[src/rtl/buf_pool_manager_pkg.sv]
// Shared definitions for the buffer pool manager: register offsets, STATUS bit
// positions and FSM state encoding.
package buf_pool_manager_pkg;

   localparam logic [1:0] REG_ALLOC   = 2'd0;
   localparam logic [1:0] REG_FREE    = 2'd1;
   localparam logic [1:0] REG_STATUS  = 2'd2;
   localparam logic [1:0] REG_LOWMARK = 2'd3;

   localparam int STATUS_EMPTY_BIT = 16;
   localparam int STATUS_ERR_BIT   = 17;

   typedef enum logic {
      ST_INIT = 1'b0,
      ST_IDLE = 1'b1
   } pool_state_t;

endpackage

[src/rtl/buf_pool_manager_if.sv]
// Wishbone slave bus bundle between the system bus and the buffer pool manager.
interface buf_pool_manager_if #(
   parameter int ADDR_WIDTH = 16,
   parameter int DATA_WIDTH = 32
);
   logic [ADDR_WIDTH-1:0] wbs_address;
   logic [DATA_WIDTH-1:0] wbs_writedata;
   logic [DATA_WIDTH-1:0] wbs_readdata;
   logic                  wbs_strobe;
   logic                  wbs_cycle;
   logic                  wbs_write;
   logic                  wbs_ack;

   modport master (
      output wbs_address, wbs_writedata, wbs_strobe, wbs_cycle, wbs_write,
      input  wbs_readdata, wbs_ack
   );

   modport slave (
      input  wbs_address, wbs_writedata, wbs_strobe, wbs_cycle, wbs_write,
      output wbs_readdata, wbs_ack
   );
endinterface

[src/rtl/buf_pool_manager_id_fifo.sv]
// Show-ahead free-list FIFO of buffer IDs; depth NBUFS need not be a power of two,
// so pointers wrap explicitly at NBUFS-1.
module buf_id_fifo #(
   parameter int NBUFS    = 4,
   parameter int ID_WIDTH = 2
) (
   input  logic                clk,
   input  logic                reset,
   input  logic                push,
   input  logic [ID_WIDTH-1:0] push_data,
   input  logic                pop,
   output logic [ID_WIDTH-1:0] head,
   output logic                empty,
   output logic                full,
   output logic [ID_WIDTH:0]   count
);

   logic [ID_WIDTH-1:0] mem [NBUFS];
   logic [ID_WIDTH-1:0] rd_ptr;
   logic [ID_WIDTH-1:0] wr_ptr;
   logic                push_ok;
   logic                pop_ok;

   function automatic logic [ID_WIDTH-1:0] ptr_next(input logic [ID_WIDTH-1:0] p);
      return (p == ID_WIDTH'(NBUFS - 1)) ? '0 : p + 1'b1;
   endfunction

   assign empty   = (count == '0);
   assign full    = (count == (ID_WIDTH+1)'(NBUFS));
   assign head    = mem[rd_ptr];
   assign push_ok = push & ~full;
   assign pop_ok  = pop & ~empty;

   always_ff @(posedge clk) begin
      if (push_ok) mem[wr_ptr] <= push_data;
   end

   always_ff @(posedge clk or posedge reset) begin
      if (reset) begin
         rd_ptr <= '0;
         wr_ptr <= '0;
         count  <= '0;
      end else begin
         if (push_ok) wr_ptr <= ptr_next(wr_ptr);
         if (pop_ok)  rd_ptr <= ptr_next(rd_ptr);
         case ({push_ok, pop_ok})
            2'b10:   count <= count + 1'b1;
            2'b01:   count <= count - 1'b1;
            default: count <= count;
         endcase
      end
   end

endmodule

[src/rtl/buf_pool_manager.sv]
// Wishbone free-list allocator for NBUFS buffer IDs with low-watermark interrupt.
// Define BUF_POOL_DFREE_CHECK_EN to reject frees of IDs that are not allocated.
module buf_pool_manager
   import buf_pool_manager_pkg::*;
#(
   parameter int ADDR_WIDTH = 16,
   parameter int DATA_WIDTH = 32,
   parameter int NBUFS      = 4,
   parameter int ID_WIDTH   = 2
) (
   input  logic               clk,
   input  logic               reset,
   buf_pool_manager_if.slave  wb,
   output logic               irq_low
);

   pool_state_t           state;
   logic [ID_WIDTH-1:0]   init_id;
   logic                  ack_r;
   logic [DATA_WIDTH-1:0] rdata_r;
   logic                  err;
   logic [15:0]           lowmark;

   logic                  push;
   logic [ID_WIDTH-1:0]   push_data;
   logic                  pop;
   logic [ID_WIDTH-1:0]   head;
   logic                  empty;
   logic                  full;
   logic [ID_WIDTH:0]     free_cnt;
   logic [ID_WIDTH:0]     free_cnt_next;

   logic [1:0]            reg_sel;
   logic                  accept;
   logic [ID_WIDTH-1:0]   free_id;
   logic                  free_ok;
   logic [DATA_WIDTH-1:0] rd_val;
   logic                  addr_unused;

`ifdef BUF_POOL_DFREE_CHECK_EN
   logic [NBUFS-1:0]      in_use;
`endif

   buf_id_fifo #(
      .NBUFS    (NBUFS),
      .ID_WIDTH (ID_WIDTH)
   ) u_fifo (
      .clk       (clk),
      .reset     (reset),
      .push      (push),
      .push_data (push_data),
      .pop       (pop),
      .head      (head),
      .empty     (empty),
      .full      (full),
      .count     (free_cnt)
   );

   assign reg_sel          = wb.wbs_address[3:2];
   assign addr_unused      = ^{wb.wbs_address[ADDR_WIDTH-1:4], wb.wbs_address[1:0]};
   assign accept           = (state == ST_IDLE) & wb.wbs_cycle & wb.wbs_strobe & ~ack_r;
   assign free_id          = wb.wbs_writedata[ID_WIDTH-1:0];
   assign wb.wbs_ack       = ack_r & wb.wbs_cycle & wb.wbs_strobe;
   assign wb.wbs_readdata  = rdata_r;

   // Range check uses the full write word so stray upper bits cannot alias a valid ID.
`ifdef BUF_POOL_DFREE_CHECK_EN
   assign free_ok = (wb.wbs_writedata < DATA_WIDTH'(NBUFS)) & ~full & in_use[free_id];
`else
   assign free_ok = (wb.wbs_writedata < DATA_WIDTH'(NBUFS)) & ~full;
`endif

   always_comb begin
      push      = 1'b0;
      push_data = init_id;
      pop       = 1'b0;
      if (state == ST_INIT) begin
         push = 1'b1;
      end else if (accept) begin
         if (wb.wbs_write && reg_sel == REG_FREE && free_ok) begin
            push      = 1'b1;
            push_data = free_id;
         end
         if (!wb.wbs_write && reg_sel == REG_ALLOC && !empty) pop = 1'b1;
      end
   end

   always_comb begin
      free_cnt_next = free_cnt;
      if (push)     free_cnt_next = free_cnt + 1'b1;
      else if (pop) free_cnt_next = free_cnt - 1'b1;
   end

   always_comb begin
      rd_val = '0;
      case (reg_sel)
         REG_ALLOC:  rd_val = empty ? '1 : DATA_WIDTH'(head);
         REG_STATUS: begin
            rd_val[15:0]             = 16'(free_cnt);
            rd_val[STATUS_EMPTY_BIT] = empty;
            rd_val[STATUS_ERR_BIT]   = err;
         end
         REG_LOWMARK: rd_val[15:0] = lowmark;
         default:     rd_val = '0;
      endcase
   end

   always_ff @(posedge clk or posedge reset) begin
      if (reset) begin
         state   <= ST_INIT;
         init_id <= '0;
         ack_r   <= 1'b0;
         rdata_r <= '0;
         err     <= 1'b0;
         lowmark <= '0;
         irq_low <= 1'b0;
      end else begin
         ack_r   <= accept;
         irq_low <= (state == ST_IDLE) && (32'(free_cnt_next) < 32'(lowmark));
         case (state)
            ST_INIT: begin
               if (init_id == ID_WIDTH'(NBUFS - 1)) begin
                  state   <= ST_IDLE;
                  init_id <= '0;
               end else begin
                  init_id <= init_id + 1'b1;
               end
            end
            ST_IDLE: begin
               if (accept) begin
                  if (!wb.wbs_write) begin
                     rdata_r <= rd_val;
                  end else begin
                     case (reg_sel)
                        REG_FREE:    if (!free_ok) err <= 1'b1;
                        REG_STATUS:  if (wb.wbs_writedata[STATUS_ERR_BIT]) err <= 1'b0;
                        REG_LOWMARK: lowmark <= wb.wbs_writedata[15:0];
                        default:     ;
                     endcase
                  end
               end
            end
            default: state <= ST_INIT;
         endcase
      end
   end

`ifdef BUF_POOL_DFREE_CHECK_EN
   always_ff @(posedge clk or posedge reset) begin
      if (reset) begin
         in_use <= '0;
      end else begin
         if (pop) in_use[head] <= 1'b1;
         else if (push && state == ST_IDLE) in_use[push_data] <= 1'b0;
      end
   end
`endif

endmodule

[src/flat_wrapper.sv]
// flat-port wrapper written by rule: the top's interface ports become plain ports
module buf_pool_manager_flat import buf_pool_manager_pkg::*;
#(
   parameter int ADDR_WIDTH = 16,
   parameter int DATA_WIDTH = 32,
   parameter int NBUFS      = 4,
   parameter int ID_WIDTH   = 2
)
  (clk, reset, irq_low, wb_wbs_address, wb_wbs_writedata, wb_wbs_strobe, wb_wbs_cycle, wb_wbs_write, wb_wbs_readdata, wb_wbs_ack);
  buf_pool_manager_if #(.ADDR_WIDTH(ADDR_WIDTH), .DATA_WIDTH(DATA_WIDTH)) wb_i ();
  input  logic clk;
  input  logic reset;
  output logic irq_low;
  input wire logic [$bits(wb_i.wbs_address)-1:0] wb_wbs_address;
  input wire logic [$bits(wb_i.wbs_writedata)-1:0] wb_wbs_writedata;
  input wire logic [$bits(wb_i.wbs_strobe)-1:0] wb_wbs_strobe;
  input wire logic [$bits(wb_i.wbs_cycle)-1:0] wb_wbs_cycle;
  input wire logic [$bits(wb_i.wbs_write)-1:0] wb_wbs_write;
  output wire logic [$bits(wb_i.wbs_readdata)-1:0] wb_wbs_readdata;
  output wire logic [$bits(wb_i.wbs_ack)-1:0] wb_wbs_ack;
  assign wb_i.wbs_address = wb_wbs_address;
  assign wb_i.wbs_writedata = wb_wbs_writedata;
  assign wb_i.wbs_strobe = wb_wbs_strobe;
  assign wb_i.wbs_cycle = wb_wbs_cycle;
  assign wb_i.wbs_write = wb_wbs_write;
  assign wb_wbs_readdata = wb_i.wbs_readdata;
  assign wb_wbs_ack = wb_i.wbs_ack;
  buf_pool_manager #(.ADDR_WIDTH(ADDR_WIDTH), .DATA_WIDTH(DATA_WIDTH), .NBUFS(NBUFS), .ID_WIDTH(ID_WIDTH)) u_core (.clk(clk), .reset(reset), .wb(wb_i), .irq_low(irq_low));
endmodule
[config.mk]
export PLATFORM = sky130hd
export DESIGN_NAME = buf_pool_manager_flat
export DESIGN_NICKNAME = d
export VERILOG_FILES = /design/src/rtl/buf_pool_manager_pkg.sv /design/src/rtl/buf_pool_manager_if.sv /design/src/rtl/buf_pool_manager_id_fifo.sv /design/src/rtl/buf_pool_manager.sv /design/src/flat_wrapper.sv
export SDC_FILE = /design/constraint.sdc
export NUM_CORES = 1
export LEC_CHECK = 0
export BUFFER_PORTS_ARGS = -buffer_cell sky130_fd_sc_hd__buf_2
export CAP_MARGIN = 10
export CORE_ASPECT_RATIO = 1.75
export CORE_MARGIN = 1.5
export CORE_UTILIZATION = 46
export CTS_CLUSTER_DIAMETER = 30
export DETAILED_ROUTE_END_ITERATION = 8
export PLACE_DENSITY_LB_ADDON = 0.08
export SLEW_MARGIN = 15
export SYNTH_ARGS = -nofsm -noshare
export SYNTH_HDL_FRONTEND = slang
export SYNTH_SLANG_ARGS = --single-unit
[constraint.sdc]
create_clock -name clk -period 2.6 [get_ports clk]
set_input_delay 0.52 -clock clk [delete_from_list [all_inputs] [get_ports clk]]
set_output_delay 0.52 -clock clk [all_outputs]
set_load 0.01 [all_outputs]
### Word level (Yosys, flattened, before mapping)

Memory sizes are Yosys's and may differ from the RTL's.
Cells that the tools add are included.

| operators by class | value |
|---|---|
| add/subtract/negate cells | 5 |
| multipliers | 0 |
| divide/modulo/power cells | 0 |
| $lt $le $gt $ge | 2 |
| equal/unequal tests | 11 |
| shifts and indexed selects | 0 |
| mux-type cells | 26 |
| bitwise logic cells | 12 |
| reductions and logical operators | 14 |

Operator list:

| kind | number |
|---|---|
| case mux 16 bit (3 select lines) | 1 |
| less-than comparator 32 x 3 -> 1 bit (second input constant) | 1 |
| 2-to-1 mux 32 bit | 1 |
| less-than comparator 3 x 16 -> 1 bit | 1 |
| 2-to-1 mux 14 bit | 1 |
| equality test 2 bit (second input constant) | 6 |
| 2-to-1 mux 1 bit | 12 |
| 2-to-1 mux 2 bit | 6 |
| AND 1 bit | 8 |
| adder 2 x 1 -> 2 bit (second input constant) | 3 |
| 2-to-1 mux 3 bit | 2 |
| case mux 3 bit (2 select lines) | 1 |
| AND reduction 6 bit | 1 |
| logical AND 1 bit | 5 |
| equality test 2 x 1 -> 1 bit (second input constant) | 2 |
| != test 2 bit (second input constant) | 2 |
| inverter 1 bit | 4 |
| case mux 2 bit (2 select lines) | 1 |
| AND reduction 4 bit | 1 |
| nonzero test 2 bit | 2 |
| adder 3 x 1 -> 3 bit (second input constant) | 1 |
| equality test 3 bit (second input constant) | 1 |
| logical NOT 3 bit | 1 |
| AND reduction 3 bit | 1 |
| other kinds (4) | 5 |

| word-level totals | value |
|---|---|
| flip-flop bits (word level) | 61 |
| latch bits | 0 |
| memory bits (writable) | 8 |
| ROM bits | 0 |
| bits of input ports | 53 |
| output and inout bits | 34 |
| word-level logic and storage cells | 81 |
| memories kept | 1 |

Memory list:

| memory | depth | width | rd ports | clocked after Yosys merged registers in | write ports | line | RTL |
|---|---|---|---|---|---|---|---|
| u_core.u_fifo.mem | 4 | 2 | 1 | 0 | 1 | buf_pool_manager_id_fifo.sv:18 | `logic [ID_WIDTH-1:0] mem [NBUFS];` |

### Longest topological paths before layout

Gate-level depths: netlist (run 1).

| depth | value |
|---|---|
| word-level depth | 10 |
| depth in mapped cells | 13 |
| mapped depth without buffers | 13 |

### Cells and area by module

From an unflattened synthesis (run 1), not the netlist that was laid out.

| unflattened totals | value |
|---|---|
| cell total of the unflattened synthesis | 257 |
| area, all modules | 2992.9 um^2 |

Modules (own cells, without submodules):

| module | instances | cells an instance | area each (um^2) | sequential area each (um^2) |
|---|---|---|---|---|
| buf_pool_manager | 1 | 206 | 2217.1 | 1026.0 |
| buf_id_fifo | 1 | 51 | 775.7 | 415.4 |

### Least setup slack after synthesis (run 1)

Ideal clock, no wire load.

| timing path | value |
|---|---|
| kind | reg-to-reg |
| start | register u_core.u_fifo.count[0] |
| end | register u_core.irq_low |
| setup time | 131 ps |
| data arrival time | 2557 ps |
| required time | 2469 ps |
| setup slack | -88 ps |
| cell stages (with the launch flop) | 14 |
| path buffers | 0 |
| clock period less this slack | 2688 ps |
| cell sequence | dfrtp_1 inv_1 ha_1 a211oi_1 nand4_1 o31ai_4 a22oi_1 xnor2_1 ha_1 nor2_1 nor3_1 nand4_1 nor4bb_1 a31oi_1 |

| on the way | value |
|---|---|
| word-level cells in the longest chain between the ends | 10 |
| elaborated cells on any way between the ends | 19 |
| those cells by class | add/sub: 2; order compare: 1; eq/ne: 1; mux: 8; bitwise: 2; reduce/logical: 5 |

RTL lines:

| element | line | RTL |
|---|---|---|
| from (decl) | buf_pool_manager_id_fifo.sv:15 | `output logic [ID_WIDTH:0] count` |
| from (signal assigned) | buf_pool_manager_id_fifo.sv:47 | `2'b10: count <= count + 1'b1;` |
| from (signal assigned) | buf_pool_manager_id_fifo.sv:48 | `2'b01: count <= count - 1'b1;` |
| from (signal assigned) | buf_pool_manager_id_fifo.sv:49 | `default: count <= count;` |
| equality test 3 bit or logical NOT 3 bit (tied branches) | buf_pool_manager_id_fifo.sv:29, buf_pool_manager_id_fifo.sv:28 |  |
| inverter 1 bit or logical NOT 1 bit (tied branches) | buf_pool_manager.sv:70, buf_pool_manager.sv:84 |  |
| AND 1 bit or logical AND 1 bit (tied branches) | buf_pool_manager.sv:70, buf_pool_manager.sv:84 |  |
| logical AND 1 bit or 2-to-1 mux 1 bit (tied branches) | buf_pool_manager.sv:80, buf_pool_manager.sv:84 |  |
| 2-to-1 mux 1 bit, on equally long branches | buf_pool_manager.sv:80, buf_pool_manager.sv:79 |  |
| 2-to-1 mux 1 bit, on equally long branches | buf_pool_manager.sv:79, buf_pool_manager.sv:77 |  |
| 2-to-1 mux 1 bit or 2-to-1 mux 3 bit (tied branches) | buf_pool_manager.sv:77, buf_pool_manager.sv:91 |  |
| 2-to-1 mux 3 bit (*) | buf_pool_manager.sv:90 | `if (push) free_cnt_next = free_cnt + 1'b1;` |
| less-than comparator 3 x 16 -> 1 bit (*) | buf_pool_manager.sv:119 | `irq_low <= (state == ST_IDLE) && (32'(free_cnt_next) < 32'(lowmark));` |
| logical AND 1 bit (*) | buf_pool_manager.sv:119 |  |
| to (signal assigned) | buf_pool_manager.sv:119 |  |
| to (decl) | buf_pool_manager.sv:14 | `output logic irq_low` |

Every way passes the cells marked *; elsewhere a longest branch is shown, timed or not.
A chain may end at the register's enable or synchronous reset.

### Worst setup path in the final report (run 1)

| timing path | value |
|---|---|
| start | register u_core.u_fifo.count[1] |
| end | register u_core.irq_low |

Same word-level chain as after synthesis.

==> results of run 1 <==
## layer usage
layer / share of wire / wire length (microns) / vias to the layer above / GRT usage
met2: 0.59 / 3820 / 58 / 0.429
met1: 0.36 / 2360 / 1072 / 0.201
met5: 0 / 0 / - / 0
li1: - / - / 1096 / -
met4: 0.016 / 101 / 0 / 0.0746
met3: 0.036 / 236 / 7 / 0.0262
## cell usage in the layout (no fill, tap or decap), types with 9 or more instances in the layout
cell / instances
ha_1: 11
dfrtp_1: 48
nand2_1: 27
a21oi_1: 19
o21ai_0: 9
mux2_2: 20
buf_4: 40
buf_2: 72
nor2_1: 25
nor4_1: 9
## state kept, by name (all words and copies together) (netlist names)
name and count:
u_core.u_fifo.mem 8, u_core.lowmark 16, u_core.err 1, u_core.init_id 2
u_core.irq_low 1, u_core.u_fifo.rd_ptr 2, u_core.u_fifo.count 3, u_core.wb.wbs_readdata 19
u_core.u_fifo.wr_ptr 2, u_core.state 1, u_core.ack_r 1
## cell type report
type                    count  share of cell area
flip-flops and latches     56               0.401
multi-input cells         172               0.351
repair buffers            112               0.184
well taps                  78              0.0272
clock buffers               5              0.0192
inverters                  10              0.0105
clock inverters             3             0.00732
## final timing paths
path / slack (ns) / start / cells past startpoint / endpoint
min in group clk: 0.45 / wb_wbs_writedata[1] / 2 / u_core.lowmark[1]$_DFFE_PP0P_
setup reg to reg: -0.04 / u_core.u_fifo.count[1]$_DFFE_PP0P_ / 13 / u_core.irq_low$_DFF_PP0_
hold reg to reg: 0.51 / u_core.wb.wbs_readdata[17]$_DFFE_PP0P_ / 2 / u_core.wb.wbs_readdata[17]$_DFFE_PP0P_
hold / removal: 0.34 / reset / 3 / u_core.ack_r$_DFF_PP0_
setup / recovery: -0.04 / u_core.u_fifo.count[1]$_DFFE_PP0P_ / 13 / u_core.irq_low$_DFF_PP0_
max in group asynchronous: 1.85 / reset / 3 / u_core.u_fifo.rd_ptr[1]$_DFFE_PP0P_
## worst max-delay path: stages (launching register included)
cell and delay (ns):
dfrtp_1 0.37, inv_2 0.06, ha_4 0.17, a211oi_4 0.20, nand4_1 0.21, o31ai_4 0.25, a22oi_2 0.11, xnor2_1 0.15
ha_1 0.28, nor2_1 0.04, nor3_1 0.12, nand4_1 0.14, nor4bb_1 0.30, a31oi_1 0.12
## power by group through the flow
| stage | clock [mW] | sequential [mW] | combinational, mW |
|---|---|---|---|
| 6_report | 0.499 | 1.14 | 0.740 |
| 5_1_grt | 0.541 | 1.17 | 0.820 |
| 4_1_cts | 0.511 | 1.14 | 0.740 |
| 3_5_place_dp | 0 | 1.16 | 0.732 |
| 3_3_place_gp | 0 | 1.15 | 0.719 |
| 2_1_floorplan | 0 | 1.17 | 0.456 |
## logic make-up after synthesis
| kind of cell | after synthesis | synth area share |
|---|---|---|
| muxes | 25 | 0.109 |
| and+or+nand+nor | 91 | 0.165 |
| adders and majority gates | 12 | 0.0526 |
| buffers and inverters | 34 | 0.0657 |
| AOI/OAI and AO/OA | 40 | 0.0912 |
| xor gates and xnor gates | 4 | 0.0123 |
| DFF | 56 | 0.505 |
## timing repair
| action | 4_1_cts | 5_1_grt |
|---|---|---|
| resized for setup | 2 | 2 |
| setup buffers | 2 | 0 |
| setup endpoints to repair | 1 | 2 |
| pin swaps | 2 | 0 |
==> PnR_summary.wiki, run 1 <==
{| class="wikitable"
! Metric !! Value
|-
| Hold WC Path Type || input pin to asynchronous set/reset pin
|-
| Switching fraction of total power || 0.324
|-
| Failing checks || negative setup slack
|-
| Worst slew margin || 0.593
|-
| Total number of yosys warnings || 0
|-
| Share of total power in combinational logic || 0.311
|-
| Data arrival, critical path || about 2.8 ns
|-
| Required arrival time at the worst endpoint || between 2 and 3 ns
|-
| Antenna cells || 0
|-
| Power dissipated by switching net loads || just under 800 uW
|-
| # placed instances || between 400 and 500
|-
| Setup clock skew after layout || 0.0141 ns
|-
| H-tree levels || 2
|-
| Final hold slack || approximately 0.34 ns
|-
| Detailed-route via count || 2,233
|-
| Number of synthesized register bits || 56
|-
| Instance area after placement || between 3000 and 4000 sq um
|-
| P per Cell Area || around 660 nW/um^2
|-
| Avg WL per Cell || between 10 and 15 microns
|-
| Total negative setup slack || -0.0374 ns
|-
| Synth top area cells || dfrtp_1, edfxtp_1, mux2_2, ha_1, buf_4
|-
| Pleak || between 1.5 and 2 nW
|-
| Io pins || between 80 and 90
|-
| Fraction of layout cells with a size suffix above 1 || 0.436
|-
| Clock tree buffer depth || 2
|-
| Root Buffer Master || clkbuf_8
|-
| Kind of launch point of the worst setup path || register
|-
| Final Setup Violations || 1
|-
| Maximum fanout encountered on the critical timing path || 2
|-
| Top-count cell post-synth || dfrtp_1
|-
| Post-synth cell types || 45
|-
| Library cell occupying the most area in the post-synthesis netlist || dfrtp_1
|-
| Number of standard cells after synthesis || ~260
|-
| Floorplan die width || 62.6 microns
|-
| Number of hold-slack violations in the final timing report || 0
|-
| Post-Route Utilization || 0.606
|-
| Crit path kind || register to register
|-
| Skew-Pair Late Insertion Delay || 0.32 ns
|-
| Global-route total usage across every layer || 0.207
|-
| Clock input transition at the sequential cells of the worst setup and hold paths || roughly 0.10 ns
|-
| Vertical die dimension || about 110 microns
|-
| Sequential share of power || 0.480
|-
| Count of maximum capacitance violations || 0
|-
| Fraction of synthesized cell area taken by the top area cell type || 0.421
|-
| Final critical-path share of the clock period || 1.01
|-
| Number of detailed-routing iterations run before antenna repair || 4
|-
| Fin crit period || between 2 and 3 ns
|-
| Proportion of register bits with asynchronous set or reset after synthesis || 0.857
|-
| Run status || finished, violations left
|-
| Final Worst Setup Slack || -0.0374 ns
|-
| Area occupied by registers || approximately 1400 sq um
|-
| TritonCTS clock tree || done
|-
| Footprint of the multi-input gates || around 1300 sq um
|-
| Vias in the first global route || roughly 2,300
|-
| Top cells by count, synth || dfrtp_1, nand2_1, nor2_1
|-
| Cell internal power dissipation || around 1.6 mW
|-
| Synth Flop Type || dfrtp_1
|-
| Iteration-0 DRC Markers || roughly 110
|-
| Net count after synthesis || around 330
|-
| Final HPWL from detailed placement || between 5000 and 6000 microns
|-
| Floorplan die area || 6710 sq um
|-
| Clk sink count || 56
|-
| Quantity of hold-fixing buffers added after cts || 0
|-
| Max-slew violations || 0
|-
| Worst-Margin Slew || 0.610 ns
|-
| Overall overflow remaining after global route || 0
|-
| Core region area || 5930 sq um
|-
| Worst voltage drop across the vdd grid || between 0.0003 and 0.0004 V
|-
| Total wirelength of the detailed-routed design || roughly 6500 microns
|-
| Area added between synthesis and finish || 25.8%
|-
| Vias per std cell || ~5.1
|-
| Floorplan row count || 37
|-
| Average size of a mapped cell || around 11 sq um
|-
| Post-synthesis sequential area ratio || 0.505
|-
| Final instance area || between 3000 and 4000 sq um
|-
| Global-route wire length before repair || 10,600 microns
|-
| Place WS || -0.297 ns
|-
| Area of the mapped netlist || about 2900 sq um
|-
| Number of cells in the finished layout apart from fillers || roughly 440
|-
| Antenna Violating Nets Remaining || 0
|-
| Crit path capture type || register
|-
| Power share of the clock group || 0.209
|-
| Pin count of the biggest net entering global routing || 49
|-
| Number of synthesized flops with an enable pin || 8
|-
| PortBufs || 72
|-
| Filler Cells Inserted || 577
|-
| Antenna violations before repair || 0
|-
| Setup repair after global routing missed its margin || yes
|-
| Placer Congestion || roughly 0.83
|-
| Overall Power || approximately 2.4 mW
|-
| Post-detailed-route DRC marker count || 0
|-
| TritonCTS buffer count || 5
|-
| Initial cell density of the core || 0.482
|-
| Maximum achievable frequency || around 0.38 GHz
|-
| Fin nets || approximately 420
|}
Power figures use the tool's default switching activity.
==> run 2, diff against run 1 <==
--- a/config.mk
+++ b/config.mk
@@ -13,6 +13,7 @@
 export CTS_CLUSTER_DIAMETER = 30
 export DETAILED_ROUTE_END_ITERATION = 8
 export PLACE_DENSITY_LB_ADDON = 0.08
+export SKIP_LAST_GASP = 1
 export SLEW_MARGIN = 15
 export SYNTH_ARGS = -nofsm -noshare
 export SYNTH_HDL_FRONTEND = slang
==> PnR_summary.wiki, run 2 (same netlist as run 1, synthesis figures left out) <==
{| class="wikitable"
! Metric !! Value
|-
| PortBufs || 72 (unchanged)
|-
| Overall Power || 2.38 mW (-0.14%)
|-
| Placer Congestion || 0.832 (unchanged)
|-
| Setup clock skew after layout || 0.0149 ns (+0.000781 ns)
|-
| Clock input transition at the sequential cells of the worst setup and hold paths || 0.11 ns (about the same)
|-
| Initial cell density of the core || 0.482 (unchanged)
|-
| TritonCTS clock tree || done
|-
| Required arrival time at the worst endpoint || 2.79 ns (about the same)
|-
| Floorplan die width || 62.6 microns (unchanged)
|-
| Iteration-0 DRC Markers || 118 (+4.4%)
|-
| # placed instances || 426 (unchanged)
|-
| Antenna cells || 0 (unchanged)
|-
| Antenna Violating Nets Remaining || 0 (unchanged)
|-
| H-tree levels || 2 (unchanged)
|-
| Final Worst Setup Slack || -0.0786 ns (-0.0412 ns)
|-
| Root Buffer Master || clkbuf_8
|-
| TritonCTS buffer count || 5 (unchanged)
|-
| Core region area || 5930 sq um (unchanged)
|-
| Floorplan row count || 37 (unchanged)
|-
| Final hold slack || 0.345 ns (+0.00508 ns)
|-
| Number of hold-slack violations in the final timing report || 0 (unchanged)
|-
| Worst voltage drop across the vdd grid || 0.000341 V (-0.19%)
|-
| Worst path depth || 13 (unchanged)
|-
| Total negative setup slack || -0.0786 ns (-0.0412 ns)
|-
| Clk sink count || 56 (unchanged)
|-
| Global-route total usage across every layer || 0.207 (unchanged)
|-
| Final Setup Violations || 1 (unchanged)
|-
| Cell mode on critical path || nand4_1
|-
| Stage delay of the slowest cell on the critical path || 0.35 ns (-0.02 ns)
|-
| Floorplan die area || 6710 sq um (unchanged)
|-
| Final HPWL from detailed placement || 5170 microns (unchanged)
|-
| Fraction of layout cells with a size suffix above 1 || 0.430 (-0.00559)
|-
| Total wirelength of the detailed-routed design || 6520 microns (+0.17%)
|-
| Commonest non-fill, non-tap cell in the layout || buf_2
|-
| Overall overflow remaining after global route || 0 (unchanged)
|-
| Fin nets || 422 (unchanged)
|-
| Hold WC Path Type || input pin to asynchronous set/reset pin
|-
| Reg2Reg Depth || 13 (unchanged)
|-
| Worst setup path start || u_core.u_fifo.count[1]$_DFFE_PP0P_
|-
| Data arrival, critical path || 2.87 ns (+0.04 ns)
|-
| Quantity of hold-fixing buffers added after cts || 0 (unchanged)
|-
| Global-route wire length before repair || 10,600 microns (unchanged)
|-
| Clock tree buffer depth || 2 (unchanged)
|-
| Fin crit period || 2.68 ns (+0.0412 ns)
|-
| Max-slew violations || 0 (unchanged)
|-
| Crit path capture type || register
|-
| Count of maximum capacitance violations || 0 (unchanged)
|-
| Worst slew margin || 0.592 (-0.000708)
|-
| Critical-path top delay cell || dfrtp_1
|-
| Io pins || 87 (unchanged)
|-
| Flip-flop count of the largest register, all copies and words added || 19 (unchanged)
|-
| Vias per std cell || 5.11 (-0.27%)
|-
| Setup repair after global routing missed its margin || yes
|-
| Failing checks || negative setup slack
|-
| Cell type group with the largest total delay on the critical path || simple AND/OR/NAND/NOR gates
|-
| Skew-Pair Late Insertion Delay || 0.32 ns (about the same)
|-
| Maximum fanout encountered on the critical timing path || 2 (unchanged)
|-
| Number of cells in the finished layout apart from fillers || 436 (unchanged)
|-
| Worst-Margin Slew || 0.611 ns (+0.00106 ns)
|-
| Detailed-route via count || 2,227 (-0.27%)
|-
| Vertical die dimension || 107 microns (unchanged)
|-
| Startpoint of the lowest-slack register-to-register path || u_core.u_fifo.count[1]$_DFFE_PP0P_
|-
| Vias in the first global route || 2,304 (unchanged)
|-
| Pleak || 1.71 nW (about the same)
|-
| Antenna violations before repair || 0 (unchanged)
|-
| Post-detailed-route DRC marker count || 0 (unchanged)
|-
| Number of detailed-routing iterations run before antenna repair || 5 (+1)
|-
| Area added between synthesis and finish || 25.6%
|-
| Maximum achievable frequency || 0.373 GHz (-1.5%)
|-
| Avg WL per Cell || 15.0 microns (+0.17%)
|-
| Run status || finished, violations left
|-
| Final critical-path share of the clock period || 1.03 (+0.0158)
|-
| Kind of launch point of the worst setup path || register
|-
| Pin count of the biggest net entering global routing || 49 (unchanged)
|-
| Leading cell types in the layout, fill and taps excluded || buf_2, dfrtp_1, buf_4
|-
| P per Cell Area || 664 nW/um^2 (about the same)
|-
| Crit path kind || register to register
|-
| Critical-path cell list || inv_1, ha_4, a211oi_4, nand4_1, o31ai_4, a22oi_1, xnor2_1, ha_1, nor2_1, nor3_1, nand4_1, nor4bb_1, a31oi_1
|-
| Post-Route Utilization || 0.605 (-0.000845)
|-
| Total buffers and inverters traversed by the critical path || 1 (unchanged)
|}
run 2: cell counts in the layout (fill, tap and decap cells not counted):
No cell type changed its count.
run 2: power by group:
group	internal (mW)	leakage, nW	switching (mW)
registers	1.03	0.646	0.116
logic	0.386	1.01	0.351
clock network	0.197	0.0487	0.303
total	1.61	1.71	0.770
run 2: final cells by class:
type	count	area, sq um
clock inverter	3	26.3
timing repair buffer	112	661
tap	78	97.6
sequential	56	1440
inverter	10	37.5
multi-input combinational	172	1250
fill	578	2340
clock buffer	5	68.8
run 2: per-layer routing:
metal	vias to the layer above	share of wire	track usage
li1	1096	-	-
met1	1072	0.36	0.201
met2	52	0.59	0.429
met3	7	0.033	0.0262
met4	0	0.015	0.0746
met5	-	0	0
run 2: tightest hold or removal path: cells and delay by family:
family   cells  cell delay [ns]
buf+inv      3             0.62
run 2: repair_timing:
| item | in CTS | in global routing |
|---|---|---|
| hold endpoints to repair | 0 | 0 |
| buffers inserted | 2 | 0 |
| resized for setup | 0 | 2 |
| setup endpoints to repair | 1 | 2 |
| pin swaps | 2 | 0 |
run 2: final timing paths:
path,slack [ns],endpoint
worst min register to register,0.51,u_core.wb.wbs_readdata[17]$_DFFE_PP0P_
min in group clk,0.45,u_core.lowmark[1]$_DFFE_PP0P_
worst min-delay path,0.35,u_core.lowmark[9]$_DFFE_PP0P_
worst max-delay path,-0.08,u_core.irq_low$_DFF_PP0_
max in group asynchronous,1.84,u_core.u_fifo.rd_ptr[1]$_DFFE_PP0P_
worst max register to register,-0.08,u_core.irq_low$_DFF_PP0_
run 2: per-stage QoR:
| step | cell area, sq um | setup slack [ns] |
|---|---|---|
| 2_1_floorplan | 2870 | -0.0344 |
| 3_3_place_gp | 3470 | -0.300 |
| 3_5_place_dp | 3470 | -0.297 |
| 4_1_cts | 3580 | -0.127 |
| 5_1_grt | 3590 | -0.344 |
| 6_report | 3590 | -0.0786 |
